<file path="src/rtl/ysyx_22050612_ifu.sv">
// Non-speculative instruction fetch stage: one aligned doubleword fetch per instruction,
// word select by pc[2], valid/ready handoff to decode, then wait for execute to return dnpc.
module ysyx_22050612_ifu #(
  parameter logic [63:0] RESET_PC = 64'h8000_0000,
  parameter logic [15:0] TIMEOUT  = 16'd1024
) (
  input  logic        clk,
  input  logic        rst_n,
  output logic        mem_req_valid,
  input  logic        mem_req_ready,
  output logic [63:0] mem_req_addr,
  input  logic        mem_resp_valid,
  input  logic [63:0] mem_resp_data,
  output logic        inst_valid,
  input  logic        inst_ready,
  output logic [31:0] inst,
  output logic [63:0] inst_pc,
  input  logic        exu_done,
  input  logic [63:0] exu_dnpc,
  output logic        fetch_err,
  output logic [63:0] fetch_count
);

  localparam logic [2:0] S_IDLE  = 3'd0;
  localparam logic [2:0] S_REQ   = 3'd1;
  localparam logic [2:0] S_WAIT  = 3'd2;
  localparam logic [2:0] S_VALID = 3'd3;
  localparam logic [2:0] S_EXEC  = 3'd4;
  localparam logic [2:0] S_HALT  = 3'd5;

  logic [2:0]  state;
  logic [63:0] pc;
  logic [15:0] wait_cnt;

  // A misaligned pc never raises a request; the REQ cycle is spent moving to HALT.
  assign mem_req_valid = (state == S_REQ) && (pc[1:0] == 2'b00);
  assign mem_req_addr  = {pc[63:3], 3'b000};
  assign inst_valid    = (state == S_VALID);

  // The watchdog trips in the cycle wait_cnt equals TIMEOUT; a response in that
  // same cycle takes priority over the timeout.
  always_ff @(posedge clk or negedge rst_n) begin
    if (!rst_n) begin
      state       <= S_IDLE;
      pc          <= RESET_PC;
      inst        <= 32'd0;
      inst_pc     <= RESET_PC;
      fetch_err   <= 1'b0;
      fetch_count <= 64'd0;
      wait_cnt    <= 16'd0;
    end else begin
      case (state)
        S_IDLE: state <= S_REQ;
        S_REQ: begin
          if (pc[1:0] != 2'b00) begin
            fetch_err <= 1'b1;
            state     <= S_HALT;
          end else if (mem_req_ready) begin
            state <= S_WAIT;
          end
        end
        S_WAIT: begin
          if (mem_resp_valid) begin
            inst     <= pc[2] ? mem_resp_data[63:32] : mem_resp_data[31:0];
            inst_pc  <= pc;
            wait_cnt <= 16'd0;
            state    <= S_VALID;
          end else if ((TIMEOUT != 16'd0) && (wait_cnt == TIMEOUT)) begin
            fetch_err <= 1'b1;
            state     <= S_HALT;
          end else begin
            wait_cnt <= wait_cnt + 16'd1;
          end
        end
        S_VALID: begin
          if (inst_ready) begin
            fetch_count <= fetch_count + 64'd1;
            state       <= S_EXEC;
          end
        end
        S_EXEC: begin
          if (exu_done) begin
            pc    <= exu_dnpc;
            state <= S_REQ;
          end
        end
        S_HALT:  state <= S_HALT;
        default: state <= S_HALT;
      endcase
    end
  end

endmodule

</file>
<file path="config.mk">
export PLATFORM = sky130hd
export DESIGN_NAME = ysyx_22050612_ifu
export DESIGN_NICKNAME = d
export VERILOG_FILES = /design/src/rtl/ysyx_22050612_ifu.sv
export SDC_FILE = /design/constraint.sdc
export NUM_CORES = 1
export LEC_CHECK = 0
export BUFFER_PORTS_ARGS = -buffer_cell sky130_fd_sc_hd__buf_2
export CAP_MARGIN = 30
export CELL_PAD_IN_SITES_DETAIL_PLACEMENT = 1
export CELL_PAD_IN_SITES_GLOBAL_PLACEMENT = 1
export CORE_ASPECT_RATIO = 0.9
export CORE_UTILIZATION = 38
export DETAILED_ROUTE_END_ITERATION = 10
export PLACE_DENSITY = 0.89
export SYNTH_ARGS = -nofsm -noshare
export SYNTH_HDL_FRONTEND = slang
export SYNTH_SLANG_ARGS = --single-unit
export TNS_END_PERCENT = 10
</file>
<file path="constraint.sdc">
create_clock -name clk -period 2.9 [get_ports clk]
set_clock_uncertainty 0.05 [all_clocks]
set_input_delay 0.58 -clock clk [delete_from_list [all_inputs] [get_ports clk]]
set_output_delay 0.58 -clock clk [all_outputs]
set_load 0.02 [all_outputs]
</file>
# Yosys cells after proc, flatten, opt, wreduce, memory -nomap -nowiden
# Cells that the tools add are included.
# Widths: inputs -> output; s select.
[totals]
register_bits = 244
latchBits = 0
ram_bits = 0
mem_bits_ro = 0
input_bits = 134
output_inout_bits = 227
wordCells = 47
mem_count = 0
[classes]
addsub = 2
mul = 0
div = 0
order_cmp = 0
eq_ne = 13
shifts = 0
muxes = 14
bitwise = 0
reduce_logical = 11
[op_table]
columns = ["op", "count"]
rows = [
  ["$add 64x1->64 const B", 1],
  ["$mux 16", 2],
  ["$mux 32", 1],
  ["$mux 3", 6],
  ["$add 16x1->16 const B", 1],
  ["$eq 16x11->1 const B", 1],
  ["$pmux 3 s5", 1],
  ["$ne 2x2->1 const B", 4],
  ["$reduce_and 2->1", 4],
  ["$reduce_and 4->1", 2],
  ["$eq 3x2->1 const B", 2],
  ["$ne 2x1->1 const B", 2],
  ["$reduce_bool 2->1", 2],
  ["$eq 3x1->1 const B", 1],
  ["$eq 3x3->1 const B", 1],
  ["$logic_not 3->1", 1],
  ["$mux 1", 3],
  ["$ne 3x2->1 const B", 1],
  ["$ne 3x3->1 const B", 1],
  ["$logic_not 2->1", 1],
  ["$pmux 1 s2", 1],
  ["$logic_and 1x1->1", 1],
]

# Depth between registers and ports, before layout
# Gate-level depths: netlist (run 1).
[logic_depth]
word_depth = 4
depth_mapped = 8
depth_no_buf = 7

# Worst setup path after synthesis (run 1)
# OpenSTA, ideal clock, no wires.
[synth_timing]
path_kind = "flip-flop to flip-flop"
from = "register fetch_count[0]"
to = "register fetch_count[48]"
setup_time_ps = 80
arrival_ps = 2118
setup_slack_ps = 652
path_stages_with_launch = 8
n_path_buf = 1
path_cell_list = "dfrtp_1 ha_1 nand2_1 or4_1 buf_2 or4_4 nor2_1 xor2_1"
[synth_between]
elab_chain_cells = 1
[synth_rtl]
columns = ["element", "line", "source"]
rows = [
  ["start: declaration", "21", "output logic [63:0] fetch_count"],
  ["start signal: assignment", "77", "fetch_count <= fetch_count + 64'd1;"],
  ["$add 64x1->64", "77", ""],
]
# No other way between the ends.
# A chain may end at the register's enable or synchronous reset.

# Final worst setup path (run 1)
[layout_timing]
from = "register state[0]"
to = "register fetch_count[28]"
[layout_between]
elab_chain_cells = 2
[layout_rtl]
columns = ["element", "line", "source"]
rows = [
  ["start: declaration", "31", "logic [2:0] state;"],
  ["start signal: assignment", "44", "state <= S_IDLE;"],
  ["start signal: assignment", "53", "S_IDLE: state <= S_REQ;"],
  ["start signal: assignment", "57", "state <= S_HALT;"],
  ["$eq 3x2->1", "52", "case (state)"],
  ["$reduce_and 2->1 (no source line)", "--", ""],
]
# No other way between the ends.

==> flow_summary_export.csv, run 1 <==
group,metric,value,unit
synth,synthXorXnorAreaFrac,5.50,%
synth,synth_compound_area_share,3.05,%
routing,ant_nets,0,
die,start_util,38.7,%
timing,maxSlewHeadroom,34.8,%
routing,drt_pass1_iterations,9,
routing,remaining_drc_errors,48,
setup_path,cp_cell_sequence,"nand4b_4 -> or4_1 -> or4_4 -> nor3_2 -> xor2_1",
setup_path,reg2reg_to,"fetch_count[28]$_DFFE_PN0P_",
setup_path,slowest_stage,"or4_1",
timing,layout_setup_ws,371,ps
timing,tightest_slew,978,ps
cells_and_area,area_growth,24.9,%
timing,min_period,2530,ps
setup_path,rrSetupSlack,370,ps
setup_path,reg2regPathDepth,5,
placed_design,place_area,0.0126,sq mm
routing,wl_per_cell,18.1,microns
placed_design,port_buffers,357,
die,rows,58,
power,leakagePower,7.15,nW
power,pwr-share-comb,31.2,%
clocking,cts-buffers-inserted,28,
global_route,antenna_found_initial,2,
synth,post_synth_and_or_nand_nor_area_fraction,18.3,%
worst_hold_path,hold_start,"exu_dnpc[55]",
setup_path,crit_path_max_incr_delay,660,ps
outcome,status,"finished with violations",
worst_hold_path,min_path_type,"input pin to flop",
synth,synth_top_family_by_area,"simple AND/OR/NAND/NOR gates",
die,dieArea,0.0292,sq mm
setup_path,critPathKind,"flop to flop",
setup_path,crit_fanout,11,
power,intPower,0.00813,W
placed_design,dp_hpwl,21500,microns
timing,fmax,395,MHz
die,die_height,162,microns
power,p_sw,0.00475,W
die,io_pins,361,
routing,via_per_inst,5.03,
outcome,violations,"DRC",
cells_and_area,drive_gt1_share,36.5,%
clocking,clockBufferDepth,3,
power,switching_share,36.9,%
die,die_w,180,microns
clocking,cts.sinks,244,
routing,drt_iter0_markers,426,
placed_design,globalplace.congestion,0.853,
timing,finalMaxSlewViolations,0,
cells_and_area,fillers,3181,
setup_path,crit_arrival,2930,ps
timing,rsz0062_at_grt,"no",
setup_path,timing.rr.start,"state[0]$_DFFE_PN0P_",
power,vdd_drop_max,686,uV
power,fin_total_pwr,0.0129,W
clocking,post_cts_buffers,0,
cells_and_area,final_area,0.0135,sq mm
run,maxCapViolations,0,
global_route,grt_max_degree,130,
placed_design,place_ws,359,ps
synth,synth-adder-area-share,0.347,%
worst_hold_path,whs_path_depth,2,
setup_path,cp.required,3300,ps
setup_path,startpoint_type,"flop",
synth,synthFlopType,"dfrtp_1",
power,p_per_area,953,mW/mm^2
routing,vias,8564,
timing,setup_violations,0,
power,p_seq_share,42.0,%
clocking,cts-root-buf,"clkbuf_16",
global_route,grt_pass1_wl,49200,microns
cells_and_area,final_nets,1459,
cells_and_area,mostFrequentLayoutCells,"buf_2 (356), nand2_1 (261), dfrtp_1 (241)",
global_route,overflow,0,
cells_and_area,final_util,48.4,%
synth,synth_area,0.0108,sq mm
die,coreArea,0.0279,sq mm
synth,synthMuxAreaShare,9.92,%
synth,async_flop_share,100,%
routing,routed_wirelength,30900,microns
synth,synth-edff-count,0,
synth,synth_cells,1027,
clocking,postCtsHoldBufs,1,
global_route,grt_usage,20.9,%
synth,avgSynthCellArea,10.5,sq um
synth,seq_area_frac_synth,56.4,%
worst_hold_path,whs_endpoint,"pc[55]$_DFFE_PN0P_",
synth,yosys_warnings,0,
synth,yosys_register_bits,244,
cells_and_area,final_common_cell,"buf_2",
synth,ys_types,48,
setup_path,cp-end-kind,"flop",
clocking,clkLatencyLatePin,530,ps
clocking,cts-resized-gates,0,
global_route,grt_pass1_vias,9212,
clocking,clk_pin_slew,60,ps
clocking,cts_tree,"done",
timing,hold_viol_final,0,
timing,period_share,87.2,%
clocking,h-tree-depth,1,
power,power.share.clock,26.8,%
timing,setup_tns,0,ps
-- critical path, delay by kind of cell (launching register included) --
kind          cells  cell delay [ps]
flops             1              600
simple gates      4             1620
xor+xnor          1              180
-- routing by layer --
layer	up-vias	part of all wire [%]	GRT usage [%]
met5	-	0.042	0
met4	2	2.9	6.70
met3	64	7.4	6.01
met2	300	50	36.9
met1	4250	40	24.5
li1	3948	-	-
-- worst max-delay path by stage --
stage / startpoint / endpoint / slack [ps] / cells after the start
2_1_floorplan: fetch_count[0]$_DFFE_PN0P_ / fetch_count[48]$_DFFE_PN0P_ / 650 / 7
3_3_place_gp: inst_ready / fetch_count[32]$_DFFE_PN0P_ / 400 / 6
3_5_place_dp: inst_ready / fetch_count[60]$_DFFE_PN0P_ / 360 / 6
4_1_cts: state[0]$_DFFE_PN0P_ / fetch_count[28]$_DFFE_PN0P_ / 360 / 5
5_1_grt: fetch_count[8]$_DFFE_PN0P_ / fetch_count[59]$_DFFE_PN0P_ / 250 / 5
6_report: state[0]$_DFFE_PN0P_ / fetch_count[28]$_DFFE_PN0P_ / 370 / 5
-- cell type report --
type,instances,area (sq um),area share (%)
diodes,1,2.50,0.0185
clock buffers,41,801,5.92
clock inverters,8,95.1,0.703
inverters,11,41.3,0.305
multi-input cells,667,4050,29.9
flip-flops and latches,244,6110,45.2
well taps,360,450,3.33
repair buffers,370,1970,14.6
-- synthesized netlist by cell type, types with 6 or more instances --
cell type / number / area share (%)
nand3_1: 35 / 1.6
mux2_2: 66 / 6.9
nor2_1: 44 / 1.5
inv_1: 11 / 0.38
o21ai_0: 42 / 1.9
nor3_1: 11 / 0.51
nor3b_1: 8 / 0.55
xnor2_1: 40 / 3.2
mux2i_1: 33 / 3.1
clkbuf_1: 36 / 1.2
dfrtp_1: 242 / 56
buf_4: 66 / 4.6
nand4_1: 29 / 1.7
nand2_1: 262 / 9.1
xor2_1: 28 / 2.3
and3_1: 6 / 0.35
nor4_1: 15 / 0.87
-- flip-flops by register name, indices dropped and copies added, names as in the netlist --
register	cells
fetch_count	64
inst_pc	64
pc	64
inst	32
wait_cnt	16
state	3
fetch_err	1
-- logic make-up after synthesis --
logic type / count (synthesis)
other cells: 1
buf+inv: 118
compound gates: 59
flops: 244
xor+xnor: 68
simple gates: 435
mux: 99
fa+ha+maj: 3
-- through the flow --
step / cells / hold WS (ps)
2_1_floorplan: 1029 / 234
3_3_place_gp: 1651 / 399
3_5_place_dp: 1651 / 408
4_1_cts: 1701 / 203
5_1_grt: 1701 / 207
6_report: 1702 / 222
-- power groups by stage --
stage | sequential, W | clock (W) | combinational (W)
final | 0.00541 | 0.00345 | 0.00402
after detailed placement | 0.00544 | 0 | 0.00403
after CTS | 0.00541 | 0.00354 | 0.00408
after floorplan | 0.00584 | 0 | 0.00248
after global placement | 0.00534 | 0 | 0.00388
after global routing | 0.00555 | 0.00365 | 0.00433
(Power assumes the default switching activity.)
==> inputs of run 2 (changes only) <==
BUFFER_PORTS_ARGS = -buffer_cell sky130_fd_sc_hd__buf_4   (was -buffer_cell sky130_fd_sc_hd__buf_2)
==> run 2 against run 1 <==
  * Critical path depth unchanged
  * Largest power group unchanged
  * Sequential share of layout area fell by 2.7 points
  * The flow still finishes with violations (DRC)
  * Critical path type unchanged
  * Die area stayed put
  * Largest cell class unchanged
==> flow_summary_export.csv, run 2 (synthesis results as in run 1) <==
group,metric,value,unit
clocking,h-tree-depth,1,
clocking,postCtsHoldBufs,1,
die,die_w,180,microns
clocking,clk_pin_slew,60,ps
setup_path,timing.rr.start,"state[0]$_DFFE_PN0P_",
timing,setup_tns,0,ps
routing,wl_per_cell,18.7,microns
cells_and_area,final_common_cell,"buf_4",
timing,setup_violations,0,
global_route,antenna_found_initial,1,
routing,topRoutingLayerUsed,"met4",
timing,finalMaxSlewViolations,0,
worst_hold_path,hold_start,"exu_dnpc[0]",
power,leakagePower,7.32,nW
setup_path,crit_path_max_incr_delay,670,ps
setup_path,crit_arrival,2890,ps
clocking,post_cts_buffers,0,
global_route,grt_pass1_wl,50700,microns
setup_path,reg2reg_to,"fetch_count[32]$_DFFE_PN0P_",
timing,fmax,399,MHz
power,fin_total_pwr,0.0134,W
setup_path,cp.required,3280,ps
timing,period_share,86.5,%
power,p_per_area,929,mW/mm^2
routing,met2_length,15800,microns
setup_path,critPathKind,"flop to flop",
outcome,status,"finished with violations",
global_route,grt_usage,21.7,%
routing,drt_iter0_markers,450,
setup_path,reg2regPathDepth,5,
global_route,grt_pass1_vias,9268,
timing,hold_viol_final,0,
worst_hold_path,whs_path_depth,2,
placed_design,dp_hpwl,22800,microns
cells_and_area,final_area,0.0144,sq mm
cells_and_area,num_antenna_cells,0,
clocking,cts.sinks,244,
routing,met3_length,2730,microns
routing,m1WireLength,12500,microns
outcome,violations,"DRC",
cells_and_area,area_growth,32.9,%
timing,maxSlewHeadroom,50.8,%
cells_and_area,reg.largest.list,"fetch_count (64), inst_pc (64), pc (64)",
placed_design,globalplace.congestion,0.855,
die,die_height,162,microns
setup_path,crit_fanout,11,
routing,vias,8547,
worst_hold_path,min_path_type,"input pin to flop",
setup_path,rrSetupSlack,390,ps
placed_design,place_area,0.0135,sq mm
cells_and_area,final_util,51.5,%
timing,tightest_slew,731,ps
clocking,cts-buffers-inserted,27,
power,vdd_drop_max,654,uV
run,maxCapViolations,0,
cells_and_area,final_nets,1462,
die,start_util,38.7,%
routing,drt_pass1_iterations,10,
routing,via_per_inst,5.02,
timing,rsz0062_at_grt,"no",
routing,routed_wirelength,31800,microns
setup_path,cp-end-kind,"flop",
global_route,grt_max_degree,70,
clocking,clockBufferDepth,3,
clocking,cts-root-buf,"clkbuf_16",
die,rows,58,
routing,remaining_drc_errors,24,
clocking,cts_tree,"done",
cells_and_area,drive_gt1_share,36.7,%
clocking,clkLatencyLatePin,520,ps
setup_path,cp_cell_sequence,"nand4b_4 -> or4_1 -> or4_4 -> nor2_1 -> xor2_1",
clocking,cts-resized-gates,0,
die,dieArea,0.0292,sq mm
timing,min_period,2510,ps
worst_hold_path,whs_endpoint,"pc[0]$_DFFE_PN0P_",
routing,ant_nets,0,
placed_design,port_buffers,357,
setup_path,startpoint_type,"flop",
setup_path,slowest_stage,"or4_1",
cells_and_area,mostFrequentLayoutCells,"buf_4 (365), nand2_1 (261), dfrtp_1 (241)",
die,coreArea,0.0279,sq mm
global_route,overflow,0,
die,io_pins,361,
run 2: cell types whose count changed in the layout (fill, tap and decap cells not counted), moves of 2 or more:
cell        delta
bufinv_16      -2
clkbuf_16      -2
clkbuf_8       +5
clkinvlp_4     -2
buf_2        -356
buf_4        +359
run 2: final cells by class:
type,instances,area [sq um]
repair buffers,374,2910
multi-input cells,667,4050
well taps,360,450
fillers,3097,13600
inverters,11,41.3
flip-flops and latches,244,6110
clock buffers,43,816
clock inverters,3,15.0
run 2: layer usage:
metal | vias up | track usage, %
met2 | 295 | 38.2
met1 | 4243 | 25.5
met5 | - | 0
li1 | 3956 | -
met4 | 0 | 5.64
met3 | 53 | 6.86
run 2: critical path, delay by kind of cell, from the launching register on:
kind | cells | cell delay, ps
XOR/XNOR | 1 | 200
AND/OR/NAND/NOR | 4 | 1590
flip-flops | 1 | 590
run 2: worst max path at each step:
stage,start,to,slack (ps),depth (start not counted)
after floorplan,fetch_count[0]$_DFFE_PN0P_,fetch_count[48]$_DFFE_PN0P_,650,7
after global placement,inst_ready,fetch_count[48]$_DFFE_PN0P_,430,6
final,state[0]$_DFFE_PN0P_,fetch_count[32]$_DFFE_PN0P_,390,5
after CTS,state[0]$_DFFE_PN0P_,fetch_count[32]$_DFFE_PN0P_,350,5
after global routing,state[0]$_DFFE_PN0P_,fetch_count[32]$_DFFE_PN0P_,260,5
after detailed placement,inst_ready,fetch_count[32]$_DFFE_PN0P_,340,6
run 2: where the power goes:
part / switching (W) / internal (W) / total [W]
Combinational: 0.00260 / 0.00217 / 0.00477
Clock: 0.00133 / 0.00190 / 0.00323
Sequential: 0.000863 / 0.00450 / 0.00536
run 2: per-stage QoR:
step / std cells / hold slack (ps) / setup slack (ps)
after floorplan: 1029 / 234 / 652
after global placement: 1654 / 399 / 432
after detailed placement: 1654 / 401 / 335
after CTS: 1701 / 212 / 350
after global routing: 1702 / 222 / 258
final: 1702 / 241 / 391
